### config.mk
export PLATFORM = sky130hd
export DESIGN_NAME = ex_alu_stage
export DESIGN_NICKNAME = d
export VERILOG_FILES = /design/src/rtl/legv8_pkg.sv /design/src/rtl/ex_alu_stage_alu_core.sv /design/src/rtl/ex_alu_stage.sv
export SDC_FILE = /design/constraint.sdc
export NUM_CORES = 1
export LEC_CHECK = 0
export CAP_MARGIN = 10
export CORE_MARGIN = 5
export CORE_UTILIZATION = 59
export DETAILED_ROUTE_END_ITERATION = 8
export GPL_TIMING_DRIVEN = 0
export PLACE_DENSITY = 0.87
export SLEW_MARGIN = 10
export SYNTH_ARGS = -nofsm -noshare
export SYNTH_HDL_FRONTEND = slang
export SYNTH_HIERARCHICAL = 1
export SYNTH_SLANG_ARGS = --single-unit
### constraint.sdc
create_clock -name clk -period 13.45 [get_ports clk]
set_input_delay 3.3625 -clock clk [delete_from_list [all_inputs] [get_ports clk]]
set_output_delay 3.3625 -clock clk [all_outputs]
set_load 0.02 [all_outputs]
### src/rtl/legv8_pkg.sv
// Shared LEGv8 execute-path definitions: ALU op codes, NZCV bit positions and
// the per-entry metadata stored alongside each buffered ALU result.
package legv8_pkg;

  localparam logic [3:0] ALU_AND   = 4'b0000;
  localparam logic [3:0] ALU_ORR   = 4'b0001;
  localparam logic [3:0] ALU_ADD   = 4'b0010;
  localparam logic [3:0] ALU_SUB   = 4'b0110;
  localparam logic [3:0] ALU_PASSB = 4'b0111;
  localparam logic [3:0] ALU_NOR   = 4'b1100;

  localparam int NZCV_N = 3;
  localparam int NZCV_Z = 2;
  localparam int NZCV_C = 1;
  localparam int NZCV_V = 0;

  typedef struct packed {
    logic [3:0] nzcv;
    logic       illegal;
  } res_meta_t;

endpackage

### src/rtl/ex_alu_stage_alu_core.sv
// Purely combinational ALU: computes result, NZCV and an illegal-op flag.
// ORR is reserved and reported illegal until its datapath exists.
module alu_core
  import legv8_pkg::*;
#(
  parameter int DATA_W = 64
) (
  input  logic [3:0]        alu_op,
  input  logic [DATA_W-1:0] op_a,
  input  logic [DATA_W-1:0] op_b,
  output logic [DATA_W-1:0] result,
  output logic [3:0]        nzcv,
  output logic              illegal
);

  logic [DATA_W:0]   sum;
  logic [DATA_W-1:0] b_eff;
  logic              is_sub;

  always_comb begin
    // NOTE: every combinational output gets a default first so no path infers a latch.
    result  = '0;
    nzcv    = '0;
    illegal = 1'b0;
    is_sub  = (alu_op == ALU_SUB);
    b_eff   = is_sub ? ~op_b : op_b;
    sum     = {1'b0, op_a} + {1'b0, b_eff} + {{DATA_W{1'b0}}, is_sub};

    case (alu_op)
      ALU_AND:   result = op_a & op_b;
      ALU_ADD,
      ALU_SUB: begin
        result       = sum[DATA_W-1:0];
        nzcv[NZCV_C] = sum[DATA_W];
        nzcv[NZCV_V] = (op_a[DATA_W-1] == b_eff[DATA_W-1]) &&
                       (sum[DATA_W-1] != op_a[DATA_W-1]);
      end
      ALU_PASSB: result = op_b;
      ALU_NOR:   result = ~(op_a | op_b);
      default:   illegal = 1'b1;
    endcase

    if (!illegal) begin
      nzcv[NZCV_N] = result[DATA_W-1];
      nzcv[NZCV_Z] = (result == '0);
    end
  end

endmodule

### src/rtl/ex_alu_stage.sv
// Execute stage: ALU on accept, results buffered in a DEPTH-entry FIFO with
// valid/ready on both sides. EX_ALU_FLAGS_REG_EN adds the NZCV flags register.
module ex_alu_stage
  import legv8_pkg::*;
#(
  parameter int DATA_W = 64,
  parameter int DEPTH  = 2,
  parameter int TAG_W  = 5
) (
  input  logic              clk,
  input  logic              reset_n,
  input  logic              in_valid,
  output logic              in_ready,
  input  logic [3:0]        alu_op,
  input  logic [DATA_W-1:0] op_a,
  input  logic [DATA_W-1:0] op_b,
  input  logic [TAG_W-1:0]  in_rd,
  input  logic              set_flags,
  output logic              out_valid,
  input  logic              out_ready,
  output logic [DATA_W-1:0] out_result,
  output logic              out_zero,
  output logic [3:0]        out_nzcv,
  output logic [TAG_W-1:0]  out_rd,
  output logic              out_illegal
`ifdef EX_ALU_FLAGS_REG_EN
  ,
  output logic [3:0]        flags_nzcv
`endif
);

  localparam int PTR_W = (DEPTH > 1) ? $clog2(DEPTH) : 1;
  localparam int CNT_W = $clog2(DEPTH + 1);

  logic [DATA_W-1:0] alu_result;
  logic [3:0]        alu_nzcv;
  logic              alu_illegal;

  alu_core #(.DATA_W(DATA_W)) u_alu_core (
    .alu_op  (alu_op),
    .op_a    (op_a),
    .op_b    (op_b),
    .result  (alu_result),
    .nzcv    (alu_nzcv),
    .illegal (alu_illegal)
  );

  logic [DATA_W-1:0] result_mem [DEPTH];
  logic [TAG_W-1:0]  rd_mem     [DEPTH];
  res_meta_t         meta_mem   [DEPTH];

  logic [PTR_W-1:0] wr_ptr, rd_ptr;
  logic [CNT_W-1:0] count;
  logic             push, pop;

  assign in_ready  = (count != CNT_W'(DEPTH));
  assign out_valid = (count != '0);
  assign push      = in_valid && in_ready;
  assign pop       = out_valid && out_ready;

  // NOTE: storage is not reset; outputs are masked by out_valid so stale entries never show.
  always_ff @(posedge clk) begin
    if (push) begin
      result_mem[wr_ptr] <= alu_result;
      rd_mem[wr_ptr]     <= in_rd;
      meta_mem[wr_ptr]   <= '{nzcv: alu_nzcv, illegal: alu_illegal};
    end
  end

  // NOTE: sequential state uses non-blocking assignments only.
  always_ff @(posedge clk) begin
    if (!reset_n) begin
      wr_ptr <= '0;
      rd_ptr <= '0;
      count  <= '0;
    end else begin
      // DEPTH is a power of two, so pointers wrap by natural overflow.
      if (push) wr_ptr <= wr_ptr + PTR_W'(1);
      if (pop)  rd_ptr <= rd_ptr + PTR_W'(1);
      case ({push, pop})
        2'b10:   count <= count + CNT_W'(1);
        2'b01:   count <= count - CNT_W'(1);
        default: count <= count;
      endcase
    end
  end

  assign out_result  = out_valid ? result_mem[rd_ptr]         : '0;
  assign out_nzcv    = out_valid ? meta_mem[rd_ptr].nzcv      : '0;
  assign out_illegal = out_valid ? meta_mem[rd_ptr].illegal   : 1'b0;
  assign out_rd      = out_valid ? rd_mem[rd_ptr]             : '0;
  assign out_zero    = out_valid && (result_mem[rd_ptr] == '0);

`ifdef EX_ALU_FLAGS_REG_EN
  always_ff @(posedge clk) begin
    if (!reset_n) begin
      flags_nzcv <= '0;
    end else if (push && set_flags && !alu_illegal) begin
      flags_nzcv <= alu_nzcv;
    end
  end
`else
  logic unused_set_flags;
  assign unused_set_flags = set_flags;
`endif

endmodule
Word-level counts from Yosys, hierarchy flattened

Memory sizes are Yosys's and may differ from the RTL's. A register that Yosys moved wholly into a read port is not among the register bits.
Cells that the tools add are included.
W data, S select, Z words.

Register bits after elaboration: 4
Bits in writable memories: 148
Input bits: 142
Output and inout port bits: 77
Logic and storage cells: 54
Memories kept: 3

Memory list:

| name       | words | width | read ports | clocked after Yosys merged registers in | write ports | line               | source |
|---|---|---|---|---|---|---|---|
| result_mem | 2     | 64    | 1          | 1                                       | 1           | ex_alu_stage.sv:48 | `logic [DATA_W-1:0] result_mem [DEPTH];` |
| meta_mem   | 2     | 5     | 1          | 1                                       | 1           | ex_alu_stage.sv:50 | `res_meta_t meta_mem [DEPTH];` |
| rd_mem     | 2     | 5     | 1          | 1                                       | 1           | ex_alu_stage.sv:49 | `logic [TAG_W-1:0] rd_mem [DEPTH];` |

$add $sub $neg: 6
Equality and inequality tests: 9
Mux-type cells: 18
Bitwise operators: 4
Reductions and logical operators: 11

Operators with widths:

| cell                  | number |
|---|---|
| $pmux W64 S4          | 1 |
| $logic_not A64 Y1     | 2 |
| $mux W64              | 2 |
| $not A64 Y64          | 2 |
| $add A64 B64 Y65      | 1 |
| $add A65 B1 Y65       | 1 |
| $and A64 B64 Y64      | 1 |
| $or A64 B64 Y64       | 1 |
| $mux W1               | 10 |
| $eq A4 B3 Y1 const B  | 2 |
| $mux W5               | 1 |
| $reduce_or A5 Y1      | 1 |
| $eq A4 B2 Y1 const B  | 1 |
| $eq A4 B4 Y1 const B  | 1 |
| $logic_and A1 B1 Y1   | 4 |
| $logic_not A4 Y1      | 1 |
| $mux W2               | 2 |
| $mux W4               | 1 |
| $pmux W2 S2           | 1 |
| $reduce_bool A2 Y1    | 2 |
| $add A1 B1 Y1 const B | 2 |
| $add A2 B1 Y2 const B | 1 |
| $eq A2 B1 Y1 const B  | 1 |
| $eq A2 B2 Y1 const B  | 1 |
| 5 further kinds       | 5 |

Logic depth before layout (Yosys ltp)

Word-level depth: 7
Depth in mapped cells: 18
Mapped depth without buffers: 16

Cells and area by module

Netlist, hierarchy kept.

By module, submodules not included:

| module       | instances | cells each | area each (um^2) | sequential area each (um^2) |
|---|---|---|---|---|
| alu_core     | 1         | 1108       | 6784.0           | 0.0 |
| ex_alu_stage | 1         | 387        | 6068.3           | 4544.4 |

Least setup slack after synthesis

Ideal clock, no wire load.

Kind: input-to-reg
From: input port alu_op[0]
To: memory meta_mem[0][3] (netlist name) (data pin)
Library setup time: 0.197 ns
Arrival time: 8.032 ns
Data required time: 13.253 ns
Path slack: 5.221 ns
Stages on the path: 18
Buffers on the path: 3
Cell sequence: and4bb_1 clkbuf_1 clkbuf_1 xor2_1 ha_1 buf_2 nand4_1 o221a_2 o21a_1 a311oi_1 a211oi_2 o41ai_2 a21oi_1 xor2_1 o21ai_1 or4_1 or4_1 nor4_1

Word-level cells in the longest chain between the ends: 7
Elaborated cells between the ends (all ways): 13
Those cells by class: add/sub: 2; eq/ne: 4; mux: 3; reduce/logical: 4

RTL lines:

| item                     | line                                                     | source |
|---|---|---|
| start, declared          | ex_alu_stage.sv:14                                       | `input logic [3:0] alu_op,` |
| $eq A4 B3 Y1             | ex_alu_stage_alu_core.sv:25, ex_alu_stage_alu_core.sv:29 |  |
| $mux W64                 | ex_alu_stage_alu_core.sv:26                              | `b_eff = is_sub ? ~op_b : op_b;` |
| $add A64 B64 Y65         | ex_alu_stage_alu_core.sv:27                              | `sum = {1'b0, op_a} + {1'b0, b_eff} + {{DATA_W{1'b0}}, is_sub};` |
| $add A65 B1 Y65          | ex_alu_stage_alu_core.sv:27                              |  |
| $pmux W64 S4 *           | ex_alu_stage_alu_core.sv:29                              | `case (alu_op)` |
| named net alu_result[51] | ex_alu_stage.sv:35                                       | `logic [DATA_W-1:0] alu_result;` |
| $logic_not A64 Y1 *      | ex_alu_stage_alu_core.sv:45                              | `nzcv[NZCV_Z] = (result == '0);` |
| $mux W2 *                | ex_alu_stage_alu_core.sv:43                              | `if (!illegal) begin` |
| named net alu_nzcv[2]    | ex_alu_stage.sv:36                                       | `logic [3:0] alu_nzcv;` |
| end, declared            | ex_alu_stage.sv:50                                       |  |

Mark *: on every way through the listed nets, which the timed path passes. The rest lies on a longest branch.

Final worst setup path

From: input port alu_op[1]
To: memory meta_mem[1][3] (netlist name) (data pin)

Word-level cells in the longest chain between the ends: 7
Elaborated cells between the ends (all ways): 13
Those cells by class: add/sub: 2; eq/ne: 4; mux: 3; reduce/logical: 4

RTL lines:

| item                  | line |
|---|---|
| $eq A4 B3 Y1          | ex_alu_stage_alu_core.sv:25, ex_alu_stage_alu_core.sv:29 |
| $mux W64              | ex_alu_stage_alu_core.sv:26 |
| $add A64 B64 Y65      | ex_alu_stage_alu_core.sv:27 |
| $add A65 B1 Y65       | ex_alu_stage_alu_core.sv:27 |
| $pmux W64 S4          | ex_alu_stage_alu_core.sv:29 |
| $logic_not A64 Y1     | ex_alu_stage_alu_core.sv:45 |
| $mux W2 *             | ex_alu_stage_alu_core.sv:43 |
| named net alu_nzcv[2] | ex_alu_stage.sv:36 |

Marked as above.

==> metrics.md <==
| Metric | Value |
|---|---|
| Status | finished with violations |
| Failing checks | design-rule violations |
| Share of cells above drive strength 1 | 3.492% |
| Crit path cell chain | clkdlybuf4s50_1, and4bb_1, clkbuf_1, clkbuf_1, xor2_1, ha_1, clkbuf_1, nand4_1, nor2_1, nand2_1, o32ai_1, nor2_1, o31ai_1, xnor2_1, a221oi_1, o211ai_1, or4_1, or4_1, nor4_1 |
| Sequential cell area fraction in the yosys report | 35.36% |
| Post-Syn Area | 12850 sq um |
| First-pass GRT wire length | 79800 microns |
| Drt first pass iters | 9 |
| CTS root buffer | clkbuf_16 |
| Largest net degree at the start of global routing | 46 |
| Commonest cells after routing, fill and taps aside | clkdlybuf4s50_1, nand2_1, nor2_1 |
| Initial antenna violation count | 1 |
| Static leakage | 6.102 nW |
| Fin nets | between 1500 and 2000 |
| Number of synthesized flops with an enable pin | approximately 150 |
| Vias per Instance | 6.975 |
| Post-Route WL | 53630 microns |
| Congestion Overflow GR | 0 |
| I/O Pins | 219 |
| WL/cell | 26.44 microns |
| Power density cells | between 100 and 150 nW/um^2 |
| Initial drt markers | about 2500 |
| Pwr Total | 2.381 mW |
| YS warnings | 6 |
| Crit path kind | in -> reg |
| Synth Flop Type | edfxtp_1 |
| Worst-Margin Slew | 1.148 ns |
| CP dominant cell by count | clkbuf_1 |
| Cell accounting for the most synthesized area | edfxtp_1 |
| Commonest non-fill, non-tap cell in the layout | clkdlybuf4s50_1 |
| Clk_skew | 0.008616 ns |
| Post-CTS Setup Bufs | 0 |
| Critical Path Max Stage Delay | roughly 0.92 ns |
| Shortest period the worst path allows | approximately 11 ns |
| Hold WC Path Type | reg -> reg |
| Post-Syn Nets | 1714 |
| RSZ-0062 raised after global routing | no |
| Top cell type's share of synthesized area | 34.58% |
| Starting Density | between 50% and 60% |
| Worst Path Buf+Inv | 4 |
| Fin area | 16060 sq um |
| Synth Instances | 1495 |
| Endpoints failing setup | 0 |
| Max VDD drop | approximately 0.13 mV |
| CTS buffer count | 17 |
| Fillers | 1467 |
| Post-synthesis cell type count | 74 |
| Worst-path clk slew | 0.07 ns |
| Syn avg cell area | 8.597 sq um |
| CTS tree | built |
| Final cycle utilization of the critical path | 82.46% |
| Rel. slew slack | 23.47% |
| Die area | between 20000 and 25000 sq um |
| Critical Path Fanout Max | 10 |
| Required @ worst endpoint | 13.60 ns |
| Core Rows | 54 |
| Flops & latches, synth | ~150 |
| Die Ht | 157.6 microns |
| Vias in the first global route | 13442 |
| Max Buffers Root-to-Sink | 2 |
| Setup crit end kind | flop |
| FMAX | around 0.090 GHz |
| Sinks on Clock Net | 153 |
| Area after DPL | 15450 sq um |
| GRT Total Usage | between 40% and 50% |
| Layout overhead on the synthesized area | 24.94% |
| Max-Cap Viols | 0 |
| DRC | 1 |
| RePlAce Congestion | 1.046 |
| H-tree levels | 4 |
| Width of the chip | approximately 160 microns |
| HPWL Detailed | 40410 microns |
| Vias | between 10000 and 15000 |
| Cell family with most CP delay | buffers and inverters |
| CP arrival | between 10 and 15 ns |
| Async S/R FF share, synth | 0% |
| Slowest CP cell | clkbuf_1 |
| CORE AREA | about 22000 sq um |
| Multi-input logic area | roughly 7900 sq um |
| Hold WS | 0.5333 ns |
| Register area | around 4500 sq um |
| Post-CTS Resized | 0 |
| Hold-fix buffers, CTS | 0 |
| Final Util | 74.27% |
| Routed Antenna Nets | 0 |
| Final hold vios | 0 |
| Critical path launch point type | input port |
| Worst skew pair latency | between 0.4 and 0.5 ns |
| Top cells by area, synth | edfxtp_1, ha_1, mux2i_1 |
| Port Buffers | 217 |
| Max-slew violations | 0 |
| Post-Route Setup TNS | 0 ns |
[tightest hold or removal path, cell delays in order (launching register included)]
cell and delay (ns):
dfxtp_1 0.34, o21ai_0 0.08, a21boi_0 0.08
[metal layers]
layer	GRT usage, %	vias up	share of wire (%)
met3	11.40	276	14
li1	-	6040	-
met5	0	-	0
met2	63.61	1308	43
met4	21.67	0	6.0
met1	56.38	6521	37
[worst paths after layout]
check	from	end	slack, ns	cells past startpoint
max reg2reg	count[0]	count[1]	11.44	6
min	count[1]	count[1]	0.53	2
max	alu_op[1]	meta_mem[1][3]	2.36	19
min reg2reg	count[1]	count[1]	0.53	2
[power by group]
part / switching, mW / internal (mW) / leakage, nW
logic: 0.731 / 0.458 / 4.34
clock network: 0.216 / 0.282 / 0.297
registers: 0.0605 / 0.634 / 1.46
[area by class of cell]
type / instances / share of cell area, %
Tap cell: 280 / 2.182
Antenna cell: 1 / 0.01558
Timing Repair Buffer: 220 / 13.90
Multi-Input combinational cell: 1234 / 49.24
Clock buffer: 18 / 2.673
Inverter: 25 / 0.5844
Sequential cell: 153 / 28.30
Buffer: 83 / 2.034
Clock inverter: 14 / 1.075
[logic make-up (layout without fill, tap and decap cells)]
kind of cell    Yosys count  in the layout  share of synthesized area (%)
fa+ha+maj                77             77                          7.555
compound gates          388            388                          18.68
xor+xnor                115            115                          7.837
mux                      80             80                          6.231
flops                   153            153                          35.36
buf+inv                 108            360                          3.271
other cells               0              1                              0
simple gates            574            574                          21.07
[per-stage QoR]
step | worst slack (ns) | std cells
floorplan | 5.221 | 1495
global placement | 2.619 | 1992
detailed placement | 2.550 | 1995
CTS | 2.917 | 2027
global route | 2.176 | 2028
finish | 2.359 | 2028
[synthesized netlist by cell type, types with 19 or more instances]
cell	count
nand2_1	191
nor2_1	153
edfxtp_1	148
a21oi_1	140
o21ai_0	93
xor2_1	81
mux2i_1	80
ha_1	76
nor3_1	60
clkbuf_1	55
nand4_1	39
nor4_1	38
xnor2_1	34
inv_1	25
nand3_1	20
a21o_1	19
[flip-flops by register name (all words and copies together) (netlist names), named ones only]
| register | cells |
|---|---|
| meta_mem | 10 |
| wr_ptr | 1 |
| rd_mem | 10 |
| result_mem | 128 |
| count | 2 |
| rd_ptr | 1 |
Note: power is estimated with default switching activity, not from simulation.
